`config.mk`:
```
export PLATFORM = sky130hd
export DESIGN_NAME = config_jtag_mc
export DESIGN_NICKNAME = d
export VERILOG_FILES = /design/src/rtl/config_jtag_pkg.sv /design/src/rtl/cfg_sync_detect.sv /design/src/rtl/config_jtag_mc.sv
export SDC_FILE = /design/constraint.sdc
export NUM_CORES = 1
export LEC_CHECK = 0
export CORE_UTILIZATION = 30
export DETAILED_ROUTE_END_ITERATION = 16
export DONT_BUFFER_PORTS = 1
export PLACE_DENSITY_LB_ADDON = 0.15
export SETUP_SLACK_MARGIN = 0.05
export SLEW_MARGIN = 20
export SYNTH_ARGS = -nofsm -noshare
export SYNTH_HDL_FRONTEND = slang
export SYNTH_SLANG_ARGS = --single-unit
```
`constraint.sdc`:
```
create_clock -name clk -period 14.3 [get_ports clk]
set_clock_uncertainty 0.05 [all_clocks]
set_input_delay 2.86 -clock clk [delete_from_list [all_inputs] [get_ports clk]]
set_output_delay 2.86 -clock clk [all_outputs]
set_load 0.02 [all_outputs]
```
`src/rtl/config_jtag_pkg.sv`:
```
// Shared types and defaults for the serial configuration loader.
package config_jtag_pkg;

  typedef enum logic [1:0] {
    S_IDLE   = 2'd0,
    S_CHECK  = 2'd1,
    S_COMMIT = 2'd2
  } state_e;

  localparam logic [15:0]   SYNC_LOAD_DEF = 16'hFAB1;
  localparam logic [15:0]   SYNC_RST_DEF  = 16'hFAB0;
  localparam int unsigned   TIMEOUT_DEF   = 34;

  // Channel-address width; a single channel still needs one address bit.
  function automatic int unsigned addr_width(input int unsigned nch);
    return (nch <= 1) ? 1 : $clog2(nch);
  endfunction

endpackage

```
`src/rtl/cfg_sync_detect.sv`:
```
// TMS history register plus the commit / reset-request pattern comparators.
module cfg_sync_detect
  import config_jtag_pkg::*;
#(
  parameter int unsigned           TMS_W     = 16,
  parameter logic [TMS_W-1:0]      SYNC_LOAD = TMS_W'(SYNC_LOAD_DEF),
  parameter logic [TMS_W-1:0]      SYNC_RST  = TMS_W'(SYNC_RST_DEF)
) (
  input  logic clk,
  input  logic reset,
  input  logic tms_i,
  output logic load_match_c_o,
  output logic rst_match_c_o
);

  logic [TMS_W-1:0] tms_q, tms_d;

  always_comb begin
    tms_d = {tms_q[TMS_W-2:0], tms_i};
  end

  always_ff @(posedge clk or posedge reset) begin
    if (reset) begin
      tms_q <= '0;
    end else begin
      tms_q <= tms_d;
    end
  end

  // Patterns are nonzero, so a freshly cleared history never matches.
  assign load_match_c_o = (tms_q == SYNC_LOAD);
  assign rst_match_c_o  = (tms_q == SYNC_RST);

endmodule

```
`src/rtl/config_jtag_mc.sv`:
```
// Serial multi-channel config loader: frames are shifted in on data_in and
// committed to a channel when the TMS line carries the load pattern.
module config_jtag_mc
  import config_jtag_pkg::*;
#(
  parameter int unsigned      DATA_W    = 32,
  parameter int unsigned      NCH       = 4,
  parameter int unsigned      TMS_W     = 16,
  parameter logic [TMS_W-1:0] SYNC_LOAD = TMS_W'(SYNC_LOAD_DEF),
  parameter logic [TMS_W-1:0] SYNC_RST  = TMS_W'(SYNC_RST_DEF),
  parameter int unsigned      PARITY_EN = 1,
  parameter int unsigned      TIMEOUT   = TIMEOUT_DEF
) (
  input  logic                  clk,
  input  logic                  reset,
  input  logic                  tms,
  input  logic                  data_in,
  output logic                  reset_out,
  output logic [NCH-1:0]        strobe,
  output logic [NCH*DATA_W-1:0] data_out,
  output logic                  err
);

  localparam int unsigned ADDR_W  = addr_width(NCH);
  localparam int unsigned FRAME_W = ADDR_W + DATA_W + PARITY_EN;
  localparam int unsigned TO_W    = $clog2(TIMEOUT + 1);

  logic load_match, rst_match;

  cfg_sync_detect #(
    .TMS_W     (TMS_W),
    .SYNC_LOAD (SYNC_LOAD),
    .SYNC_RST  (SYNC_RST)
  ) u_sync (
    .clk            (clk),
    .reset          (reset),
    .tms_i          (tms),
    .load_match_c_o (load_match),
    .rst_match_c_o  (rst_match)
  );

  state_e                state_q, state_d;
  logic [FRAME_W-1:0]    frame_q, frame_d;
  logic [FRAME_W-1:0]    hold_q, hold_d;
  logic [NCH*DATA_W-1:0] data_q, data_d;
  logic [NCH-1:0]        strobe_q, strobe_d;
  logic                  err_q, err_d;
  logic                  reset_out_q, reset_out_d;
  logic [TO_W-1:0]       wd_q, wd_d;

  logic [ADDR_W-1:0]     hold_addr;
  logic [DATA_W-1:0]     hold_payload;
  logic                  addr_ok, parity_ok, frame_ok;

  // Held frame decode: address on top, payload, then optional parity bit.
  assign hold_addr    = hold_q[FRAME_W-1 -: ADDR_W];
  assign hold_payload = hold_q[PARITY_EN +: DATA_W];
  assign addr_ok      = (32'(hold_addr) < NCH);
  assign parity_ok    = (PARITY_EN == 0) || !(^hold_q);
  assign frame_ok     = addr_ok && parity_ok;

  always_comb begin
    state_d     = state_q;
    frame_d     = {frame_q[FRAME_W-2:0], data_in};
    hold_d      = hold_q;
    data_d      = data_q;
    strobe_d    = '0;
    err_d       = 1'b0;
    reset_out_d = 1'b0;
    wd_d        = wd_q;

    if (state_q == S_COMMIT) begin
      wd_d = TO_W'(TIMEOUT);
    end else if (wd_q != '0) begin
      wd_d = wd_q - TO_W'(1);
    end

    case (state_q)
      S_IDLE: begin
        if (load_match) begin
          hold_d  = frame_q;
          state_d = S_CHECK;
        end
      end
      S_CHECK: begin
        if (frame_ok) begin
          state_d = S_COMMIT;
          for (int unsigned k = 0; k < NCH; k++) begin
            if (32'(hold_addr) == k) begin
              strobe_d[k]                   = 1'b1;
              data_d[k*DATA_W +: DATA_W]    = hold_payload;
            end
          end
        end else begin
          state_d = S_IDLE;
          err_d   = 1'b1;
        end
      end
      S_COMMIT: state_d = S_IDLE;
      default:  state_d = S_IDLE;
    endcase

    // Reset request wins over everything: abort, disarm, and signal downstream.
    if (rst_match) begin
      state_d     = S_IDLE;
      wd_d        = '0;
      strobe_d    = '0;
      err_d       = 1'b0;
      data_d      = data_q;
      reset_out_d = 1'b1;
    end

    if ((wd_q == TO_W'(1)) && (wd_d == '0)) begin
      reset_out_d = 1'b1;
    end
  end

  always_ff @(posedge clk or posedge reset) begin
    if (reset) begin
      state_q     <= S_IDLE;
      frame_q     <= '0;
      hold_q      <= '0;
      data_q      <= '0;
      strobe_q    <= '0;
      err_q       <= 1'b0;
      reset_out_q <= 1'b0;
      wd_q        <= '0;
    end else begin
      state_q     <= state_d;
      frame_q     <= frame_d;
      hold_q      <= hold_d;
      data_q      <= data_d;
      strobe_q    <= strobe_d;
      err_q       <= err_d;
      reset_out_q <= reset_out_d;
      wd_q        <= wd_d;
    end
  end

  assign strobe    = strobe_q;
  assign data_out  = data_q;
  assign err       = err_q;
  assign reset_out = reset_out_q;

endmodule
```
Yosys cells after proc, flatten, opt, wreduce, memory -nomap -nowiden

Index checks and enable logic that the tools add are counted.

Bits in registers: 228
Logic and storage cells: 54
Output and inout port bits: 134

Reductions and logical operators: 11
Add/sub/neg operators: 1
Bitwise logic cells: 2
Multiplexer cells: 19
Equal/unequal tests: 9

Operators by type and width:

| cell                   | number |
|---|---|
| $reduce_xor A35 Y1     | 1 |
| $eq A16 B16 Y1 const B | 2 |
| $mux W6                | 3 |
| $reduce_and A4 Y1      | 4 |
| $mux W4                | 3 |
| $mux W1                | 9 |
| $eq A2 B2 Y1 const B   | 3 |
| $eq A6 B1 Y1 const B   | 1 |
| $logic_not A6 Y1       | 1 |
| $mux W2                | 3 |
| $reduce_bool A6 Y1     | 1 |
| $sub A6 B1 Y6 const B  | 1 |
| $eq A2 B1 Y1 const B   | 2 |
| $logic_not A2 Y1       | 2 |
| $pmux W2 S2            | 1 |
| $ne A3 B3 Y1 const B   | 1 |
| $not A1 Y1             | 2 |
| $reduce_and A2 Y1      | 1 |
| $logic_and A1 B1 Y1    | 1 |

Longest topological paths before layout

Gate-level depths: netlist (run 1).

Depth in word-level cells: 7
Depth in mapped cells: 7
Gate-level depth less buffers: 7

Modules after synthesis

From an unflattened synthesis (run 1), not the netlist that was laid out.

Cells, all modules: 513
Area total of the unflattened synthesis: 8525.7 µm²

Modules (own cells, without submodules):

| module          | cells an instance | times used | seq. area each (µm²) | area each (µm²) |
|---|---|---|---|---|
| config_jtag_mc  | 489               | 1          | 5305.1               | 8057.7 |
| cfg_sync_detect | 24                | 1          | 400.4                | 467.9 |

Least setup slack after synthesis (run 1)

OpenSTA, ideal clock, no wires.

Path kind: register to output
From: reg data_q[0], in the netlist data_out[0]
To: out data_out[0]
Setup slack: 10967 ps
Cell stages (with the launch flop): 1
Arrival time: 423 ps
Path through: dfrtp_1

RTL lines:

| what                     | line                  | text |
|---|---|---|
| start: declaration       | config_jtag_mc.sv:45  | `logic [NCH*DATA_W-1:0] data_q, data_d;` |
| start signal: assignment | config_jtag_mc.sv:132 | `data_q <= data_d;` |
| end: declaration         | config_jtag_mc.sv:20  | `output logic [NCH*DATA_W-1:0] data_out,` |

No word-level cell between the ends.

==> out/results.txt, run 1 <==
outcome -> finished clean
die height -> 170 um
critical path class -> input port to asynchronous set/reset pin
dominant cell type by area after synthesis -> dfrtp_1
critical path fanouts, max -> 153
Hold Startpoint -> frame_q[13]
setup slack, reg-to-reg -> 10880 ps
pin count of the biggest net entering global routing -> 154
worst skew pair latency -> 540 ps
slowest cell on the critical path -> buf_4
asr flop ratio synth -> 100%
P&R area growth vs syn -> 15.1%
Cells after Synth -> 504
initial DRC count -> 156
Synth Area in XOR/XNOR -> 3.96%
postcts setup bufs -> 0
routed len/inst -> 18.7 um
Remaining DRCs -> 0
Slew HR -> 37.9%
largest family of logic cells by synthesized area -> multiplexers
Worst-Margin Slew -> 932 ps
setup TNS -> 0 ps
RSZ-0062 raised after global routing -> no
Vias/cell -> 4.52
post-route ant nets -> 0
max-capacitance violation count -> 0
Via Count -> 4164
Adder-Cell Fraction of Synth Area -> 0.444%
Synth top area share -> 67.4%
Hold EP -> frame_q[14]
min cycle time layout -> 3940 ps
crit start category -> input port
crit path buf inv count -> 2
Critical Path AT -> 4410 ps
pwr dens -> 144 nW/um^2
Avg Inst Size Synth -> 16.8 sq um
Comb pwr share -> 3.9%
I/O Buffers -> 0
syn_nets -> 511
Hold WC Path Type -> register to register
EDFF count, synth -> 0
Starting Density -> 30.5%
Mapped Area -> 8460 sq um
Final setup viols -> 0
internal power -> 1.09 mW
Crit. End Element -> asynchronous set/reset pin
Switch Pwr -> 312 uW
Worst path top cell family by delay -> buffers and inverters
net switching share of the total power -> 22.3%
TritonCTS clock tree -> built
CP Cell Sequence -> clkinv_8 > buf_4
die width -> 170 um
share of layout cells above drive strength 1 -> 33.6%
post-CTS sizing -> 0
full die area -> 28900 sq um
register area share after synthesis -> 67.4%
synth top area cells -> dfrtp_1 (67%), mux2_2 (17%), mux2_1 (4.9%)
Power Total -> 1.40 mW
Req. time, crit path -> 14770 ps
Crit Reg-Reg Endpoint -> data_out[35]
Cell variety after synth -> 36
GRT overflow -> 0
top-level port count -> 138
leakage power -> 4.78 nW
top_reg_cell synth -> dfrtp_1
root buf cell -> clkbuf_16
FMAX -> 0.254 GHz
fin nets -> 530
Final Max Tran Viols -> 0
Clock Tree Buf Depth -> 3
Yosys Warn Count -> 0
Post-CTS Hold Fix Bufs -> 0
compound-cell area share of the yosys netlist -> 0.606%
final hold vios -> 0
mux cell area share after synthesis -> 22.9%
Crit path largest cell delay -> 850 ps
Detail Placement HPWL -> 10500 um
CTS buffer count -> 25
row count -> 61
clock sinks -> 228
vias in the first global route -> 4494
post-synthesis simple-gate area fraction -> 2.78%
Clock power frac -> 47.8%
initial antenna violation count -> 1
Routed WL -> 17200 um
GRT Util Overall -> 12.1%
synthesis-stage register bit count -> 228
Worst R2R Path Depth -> 7
Hold Path Depth -> 0
Placeable Area -> 27800 sq um
number of detailed-route iterations in the first pass -> 4
Placer Congestion -> 0.709
Clock Pin Slew Worst Setup and Hold Paths -> 60 ps
Peak VDD IR -> 62.6 uV
final period utilization -> 27.5%
Seq pwr share -> 48.3%
FILL cells -> 2715
first-pass GRT wire length -> 27000 um
H-Tree Depth -> 1
reg-to-reg startpoint -> hold_q[25]
-- worst max path at each step --
stage                         to  cells after the start   from
finish                 reset_out                      2  reset
global route             wd_q[3]                      2  reset
CTS                          err                      2  reset
detailed placement  data_out[18]                      2  reset
global placement     frame_q[18]                      2  reset
floorplan            data_out[0]                      1  reset
-- cell usage in the layout (no fill, tap or decap), types with 3 or more instances in the layout --
cell type	n
clkinvlp_4	3
nand2b_1	3
nor3b_1	3
dfrtp_1	228
bufinv_16	4
mux2_1	37
ha_1	3
o21ai_0	4
xor2_1	5
nor2_1	9
xnor2_1	28
mux2_2	126
nor3_1	3
nor2b_1	3
nand2_1	3
clkbuf_16	25
buf_4	8
inv_1	5
clkinv_2	6
clkbuf_1	5
mux2i_4	4
-- through the flow --
stage                     hold WS, ps  cell area [sq um]  std cells  utilization, %  setup slack, ps
after floorplan                   296               8460        504               -             5140
after global placement            306               8870        874            31.9             9660
after detailed placement          305               8870        874            31.9             9560
after CTS                         318               9730        920            35.0            10130
after global routing              328               9740        920            35.1            10140
final                             316               9740        921            35.1            10360
-- power by group through the flow --
stage | registers [mW] | clock network [mW] | logic, mW
floorplan | 0.683 | 0 | 0.0437
global placement | 0.687 | 0 | 0.0514
detailed placement | 0.688 | 0 | 0.0546
CTS | 0.676 | 0.697 | 0.0550
global route | 0.678 | 0.724 | 0.0631
finish | 0.676 | 0.670 | 0.0541
-- metal layers --
layer / GRT usage [%] / wire [um] / vias up
li1: - / - / 1797
met1: 15.2 / 7200 / 2207
met2: 19.0 / 7950 / 129
met3: 4.93 / 1710 / 31
met4: 3.68 / 352 / 0
met5: 0 / 0 / -
-- sequential cells by signal, summed over array words and instances (netlist names) --
| signal | count |
|---|---|
| frame_q | 35 |
| u_sync.tms_q | 16 |
| wd_q | 6 |
| strobe | 4 |
| reset_out | 1 |
| hold_q | 35 |
| state_q | 2 |
| err | 1 |
| data_out | 128 |
-- synthesized netlist by cell type, types with 2 or more instances --
cell / number
a21oi_1: 2
buf_4: 3
buf_6: 9
clkbuf_1: 4
dfrtp_1: 228
ha_1: 3
inv_1: 6
mux2_1: 37
mux2_2: 126
mux2i_4: 4
nand2_1: 3
nand2b_1: 3
nand3_1: 2
nor2_1: 9
nor2b_1: 3
nor3_1: 3
nor3b_1: 3
nor4_1: 2
nor4b_1: 2
nor4bb_1: 2
o21ai_0: 4
xnor2_1: 28
xor2_1: 5
-- cells by family after synthesis --
family                     Yosys count
DFF                                228
muxes                              168
and+or+nand+nor                     39
xor gates and xnor gates            35
buffers and inverters               22
AOI/OAI and AO/OA                    9
adders and majority gates            3
-- area by class of cell --
class / instances / area [sq um] / share of cell area [%]
Antenna cell: 1 / 2.50 / 0.0257
Clock buffer: 32 / 672 / 6.90
Tap cell: 378 / 473 / 4.85
Multi-Input combinational cell: 254 / 2600 / 26.7
Timing Repair Buffer: 8 / 60.1 / 0.616
Clock inverter: 14 / 193 / 1.98
Inverter: 6 / 35.0 / 0.360
Sequential cell: 228 / 5710 / 58.6
No activity file was read; power rests on OpenSTA's default activity.
==> inputs of run 2 (changes only) <==
==> constraint.sdc (replaced) <==
create_clock -name clk -period 3.17 [get_ports clk]
set_clock_uncertainty 0.05 [all_clocks]
set_input_delay 0.634 -clock clk [delete_from_list [all_inputs] [get_ports clk]]
set_output_delay 0.634 -clock clk [all_outputs]
set_load 0.02 [all_outputs]
==> run 2 against run 1 <==
  * Wire length increased by 0.51%
  * Flip-flop and latch count unchanged
  * Via count increased by 0.94%
  * Total power increased to 4.6 times the previous value
==> out/results.txt, run 2 (synthesized netlist as in run 1, its figures left out) <==
outcome -> finished clean (unchanged)
most common cell after layout, fill and taps aside -> dfrtp_1 (unchanged)
Placeable Area -> 27800 sq um (unchanged)
GRT Util Overall -> 12.3% (was 12.1%)
Via Count -> 4203 (was 4164)
root buf cell -> clkbuf_16 (unchanged)
Req. time, crit path -> 3520 ps (was 14770 ps)
critical path fanouts, max -> 16 (was 153)
Place WS -> 249 ps (was 9560 ps)
Comb pwr share -> 4.1% (was 3.9%)
Worst R2R Path Depth -> 7 (unchanged)
Starting Density -> 30.5% (unchanged)
CTS buffer count -> 27 (was 25)
vias in the first global route -> 4586 (was 4494)
post-route design area -> 9910 sq um (was 9740 sq um)
full die area -> 28900 sq um (unchanged)
Post-CTS Hold Fix Bufs -> 0 (unchanged)
crit start category -> register (was input port)
Post-Place Cell Area -> 8990 sq um (was 8870 sq um)
Crit Reg-Reg Endpoint -> data_out[48] (was data_out[35])
Placer Congestion -> 0.689 (was 0.709)
H-Tree Depth -> 1 (unchanged)
initial antenna violation count -> 1 (unchanged)
min cycle time layout -> 2880 ps
die height -> 170 um (unchanged)
Final setup viols -> 0 (unchanged)
FMAX -> 0.347 GHz
final period utilization -> 90.9%
net switching share of the total power -> 21.9% (was 22.3%)
GRT overflow -> 0 (unchanged)
max FFs per register -> 128 (unchanged)
max-capacitance violation count -> 0 (unchanged)
post-CTS sizing -> 0 (unchanged)
row count -> 61 (unchanged)
worst skew pair latency -> 530 ps (was 540 ps)
Peak VDD IR -> 286 uV (was 62.6 uV)
Final Max Tran Viols -> 0 (unchanged)
Vias/cell -> 4.52 (about the same)
Hold WC Path Type -> input port to asynchronous set/reset pin (was register to register)
reg-to-reg startpoint -> hold_q[3] (was hold_q[25])
top-level port count -> 138 (unchanged)
number of detailed-route iterations in the first pass -> 4 (unchanged)
first-pass GRT wire length -> 27500 um (was 27000 um)
fin nets -> 537 (was 530)
I/O Buffers -> 0 (unchanged)
Worst-Margin Slew -> 650 ps (was 932 ps)
clock sinks -> 228 (unchanged)
P&R area growth vs syn -> 17.1% (was 15.1%)
Clock Pin Slew Worst Setup and Hold Paths -> 60 ps (about the same)
pin count of the biggest net entering global routing -> 79 (was 154)
RSZ-0062 raised after global routing -> no (unchanged)
initial DRC count -> 112 (was 156)
setup ws final -> 289 ps (was 10360 ps)
internal power -> 5.01 mW (was 1.09 mW)
Switch Pwr -> 1.40 mW (was 312 uW)
Remaining DRCs -> 0 (unchanged)
Crit. End Element -> register (was asynchronous set/reset pin)
share of layout cells above drive strength 1 -> 34.7% (was 33.6%)
Routed WL -> 17300 um (was 17200 um)
Seq pwr share -> 47.6% (was 48.3%)
Critical Path AT -> 3230 ps (was 4410 ps)
Clock Tree Buf Depth -> 3 (unchanged)
Clock power frac -> 48.4% (was 47.8%)
critical path class -> register to register (was input port to asynchronous set/reset pin)
post-route ant nets -> 0 (unchanged)
postcts setup bufs -> 0 (unchanged)
commonest cells after routing, fill and taps aside -> dfrtp_1 (228), mux2_2 (126), mux2_1 (37) (unchanged)
TritonCTS clock tree -> built (unchanged)
pwr dens -> 647 nW/um^2 (was 144 nW/um^2)
Slew HR -> 56.6% (was 37.9%)
final hold vios -> 0 (unchanged)
die width -> 170 um (unchanged)
routed len/inst -> 18.6 um (was 18.7 um)
Detail Placement HPWL -> 10900 um (was 10500 um)
setup slack, reg-to-reg -> 290 ps (was 10880 ps)
leakage power -> 4.86 nW (was 4.78 nW)
[run 2: stage by stage]
step                      hold slack [ps]  instances  utilization (%)  power (mW)  setup TNS (ps)
after floorplan                       296        504                -        3.28         -112630
after global placement                304        879             32.4        3.34               0
after detailed placement              307        879             32.4        3.36               0
after CTS                            16.1        929             35.7        6.55               0
after global routing                 27.0        929             35.7        6.73               0
final                                21.2        930             35.7        6.41               0
[run 2: power by group through the flow]
stage | clock, mW | combinational, mW | sequential, mW
after floorplan | 0 | 0.198 | 3.08
after global placement | 0 | 0.242 | 3.10
after detailed placement | 0 | 0.261 | 3.10
after CTS | 3.24 | 0.265 | 3.05
after global routing | 3.36 | 0.309 | 3.06
final | 3.10 | 0.260 | 3.05
[run 2: how the worst max path moves through the flow]
stage,startpoint,end,slack [ps],depth (start not counted)
global route,hold_q[3],data_out[36],140,7
global placement,hold_q[3],data_out[41],270,7
floorplan,reset,data_out[0],-490,1
CTS,hold_q[3],data_out[48],210,7
detailed placement,hold_q[3],data_out[48],250,7
finish,hold_q[3],data_out[48],290,7
[run 2: metal layers]
metal  GRT usage, %  share of wire [%]
met1           15.3                 42
met2           19.7                 47
met3           4.95                9.7
met4           3.13                1.7
met5              0                  0
[run 2: cell type report]
cell class	instances	area (sq um)
sequential	228	5710
inverter	6	26.3
clock inverter	13	150
tap	378	473
timing repair buffer	13	185
antenna	1	2.50
multi-input combinational	254	2600
clock buffer	37	763
fill	2680	17900
[run 2: critical path: stages (launching register included)]
cell and delay, ps:
dfrtp_1 470, xor2_1 190, xnor2_1 180, xnor2_1 350
xnor3_2 500, mux2i_4 320, buf_4 310, mux2_2 370
==> inputs of run 3 (changes only) <==
--- a/config.mk
+++ b/config.mk
@@ -5,6 +5,7 @@
 export SDC_FILE = /design/constraint.sdc
 export NUM_CORES = 1
 export LEC_CHECK = 0
+export CORE_ASPECT_RATIO = 0.8
 export CORE_UTILIZATION = 30
 export DETAILED_ROUTE_END_ITERATION = 16
 export DONT_BUFFER_PORTS = 1
==> run 3 against run 2 <==
  * Clock power shrank 2%
  * Final cell count shrank 1.2%
  * Non-clock buffer count grew 5
  * Flip-flop and latch count is the same
  * Worst setup slack gained 49 ps
  * First-iteration DRC count grew 32%
  * Critical path depth is the same
  * Sequential power is essentially flat
  * Global-route usage grew 0.50 points
  * Clock-buffer cell count is the same
  * Sequential share of layout area is essentially flat
  * Critical path type unchanged
  * Highest routed layer unchanged
==> out/results.txt, run 3 (synthesized netlist as in run 1, its figures left out) <==
outcome -> finished clean (unchanged)
post-CTS sizing -> 0 (unchanged)
final hold vios -> 0 (unchanged)
I/O Buffers -> 0 (unchanged)
Slew HR -> 45.5% (was 56.6%)
die width -> 190 um (was 170 um)
Crit. End Element -> register (unchanged)
most common cell after layout, fill and taps aside -> dfrtp_1 (unchanged)
top-level port count -> 138 (unchanged)
Clock Pin Slew Worst Setup and Hold Paths -> 60 ps (about the same)
Final setup viols -> 0 (unchanged)
Placeable Area -> 27500 sq um (was 27800 sq um)
clock sinks -> 228 (unchanged)
vias in the first global route -> 4627 (was 4586)
internal power -> 4.95 mW (was 5.01 mW)
CTS buffer count -> 26 (was 27)
Critical Path AT -> 3170 ps (was 3230 ps)
GRT Util Overall -> 12.8% (was 12.3%)
Vias/cell -> 4.49 (was 4.52)
row count -> 54 (was 61)
Crit path largest cell delay -> 490 ps (was 500 ps)
crit-path most repeated cell -> xnor2_1 (unchanged)
slowest cell on the critical path -> xnor3_1 (was xnor3_2)
CP Cell Sequence -> xnor2_1 > xnor2_1 > xnor3_1 > or3b_1 > mux2i_4 > buf_12 > mux2_2 (was xor2_1 > xnor2_1 > xnor2_1 > xnor3_2 > mux2i_4 > buf_4 > mux2_2)
GRT overflow -> 0 (unchanged)
Clock Tree Buf Depth -> 3 (unchanged)
RSZ-0062 raised after global routing -> no (unchanged)
sequential cell area -> 5710 sq um (unchanged)
initial antenna violation count -> 1 (unchanged)
TritonCTS clock tree -> built (unchanged)
critical path class -> register to register (unchanged)
P&R area growth vs syn -> 17.1% (about the same)
Peak VDD IR -> 359 uV (was 286 uV)
Seq pwr share -> 48.1% (was 47.6%)
metal2 WL -> 7850 um (was 8080 um)
setup slack, reg-to-reg -> 340 ps (was 290 ps)
Crit Reg-Reg Endpoint -> data_out[111] (was data_out[48])
net switching share of the total power -> 22.0% (was 21.9%)
Detail Placement HPWL -> 11600 um (was 10900 um)
metal3 WL -> 1230 um (was 1690 um)
reg-to-reg startpoint -> hold_q[8] (was hold_q[3])
initial DRC count -> 148 (was 112)
Worst-Margin Slew -> 815 ps (was 650 ps)
min cycle time layout -> 2830 ps (was 2880 ps)
worst skew pair latency -> 530 ps (about the same)
max-capacitance violation count -> 0 (unchanged)
wl on met1 -> 8230 um (was 7250 um)
commonest cells after routing, fill and taps aside -> dfrtp_1 (228), mux2_2 (126), mux2_1 (37) (unchanged)
pin count of the biggest net entering global routing -> 48 (was 79)
post-route ant nets -> 0 (unchanged)
Hold WC Path Type -> input port to asynchronous set/reset pin (unchanged)
die height -> 152 um (was 170 um)
Worst path top cell family by delay -> XOR/XNOR gates (unchanged)
leakage power -> 4.88 nW (was 4.86 nW)
number of detailed-route iterations in the first pass -> 4 (unchanged)
uppermost routed layer -> met4 (unchanged)
Clock power frac -> 47.8% (was 48.4%)
pwr dens -> 640 nW/um^2 (was 647 nW/um^2)
Via Count -> 4124 (was 4203)
Placer Congestion -> 0.744 (was 0.689)
max FFs per register -> 128 (unchanged)
FILL cells -> 2597 (was 2680)
critical path fanouts, max -> 25 (was 16)
routed len/inst -> 19.2 um (was 18.6 um)
Comb pwr share -> 4.1% (about the same)
H-Tree Depth -> 1 (unchanged)
WHS -> 88.9 ps (was 21.2 ps)
FMAX -> 0.353 GHz (was 0.347 GHz)
postcts setup bufs -> 0 (unchanged)
first-pass GRT wire length -> 28800 um (was 27500 um)
root buf cell -> clkbuf_16 (unchanged)
Remaining DRCs -> 0 (unchanged)
Switch Pwr -> 1.39 mW (was 1.40 mW)
crit path buf inv count -> 1 (unchanged)
fin nets -> 541 (was 537)
final period utilization -> 89.3% (was 90.9%)
setup ws final -> 338 ps (was 289 ps)
Starting Density -> 30.8% (was 30.5%)
full die area -> 28900 sq um (about the same)
crit start category -> register (unchanged)
Post-CTS Hold Fix Bufs -> 0 (unchanged)
Routed WL -> 17600 um (was 17300 um)
Req. time, crit path -> 3510 ps (was 3520 ps)
Worst R2R Path Depth -> 7 (unchanged)
share of layout cells above drive strength 1 -> 35.4% (was 34.7%)
Final Max Tran Viols -> 0 (unchanged)
footprint of the multi-input gates -> 2600 sq um (unchanged)
Place WS -> 306 ps (was 249 ps)
-- run 3: final cells by class --
class / instances / area share (%)
flip-flops and latches: 228 / 57.6
inverters: 6 / 0.265
clock buffers: 37 / 7.79
well taps: 364 / 4.59
multi-input cells: 254 / 26.2
repair buffers: 18 / 2.25
diodes: 1 / 0.0252
clock inverters: 11 / 1.27
-- run 3: worst max-delay path by stage --
stage               cells past startpoint       endpoint  startpoint
floorplan                               1    data_out[0]       reset
global placement                        7  data_out[117]   hold_q[4]
detailed placement                      7    data_out[8]  hold_q[32]
CTS                                     7   data_out[19]  hold_q[32]
global route                            7   data_out[19]   hold_q[4]
finish                                  7  data_out[111]   hold_q[8]
-- run 3: power by group through the flow --
stage,Sequential [mW],Combinational [mW],Clock [mW]
final,3.05,0.261,3.03
after global routing,3.06,0.312,3.28
after CTS,3.05,0.268,3.15
after detailed placement,3.10,0.266,0
after global placement,3.10,0.247,0
after floorplan,3.08,0.198,0
-- run 3: metrics by stage --
stage / instance area [sq um] / power (mW) / utilization, % / TNS, ps / instances
after global placement: 9010 / 3.34 / 32.8 / 0 / 870
after floorplan: 8470 / 3.28 / - / -112630 / 504
final: 9910 / 6.34 / 36.0 / 0 / 919
after detailed placement: 9010 / 3.37 / 32.8 / 0 / 870
after CTS: 9910 / 6.47 / 36.0 / 0 / 918
after global routing: 9910 / 6.65 / 36.0 / 0 / 918
-- run 3: metal layers --
| metal | track usage, % | up-vias |
|---|---|---|
| li1 | - | 1830 |
| met1 | 17.9 | 2172 |
| met2 | 19.3 | 99 |
| met3 | 3.98 | 23 |
| met4 | 2.88 | 0 |
| met5 | 0 | - |
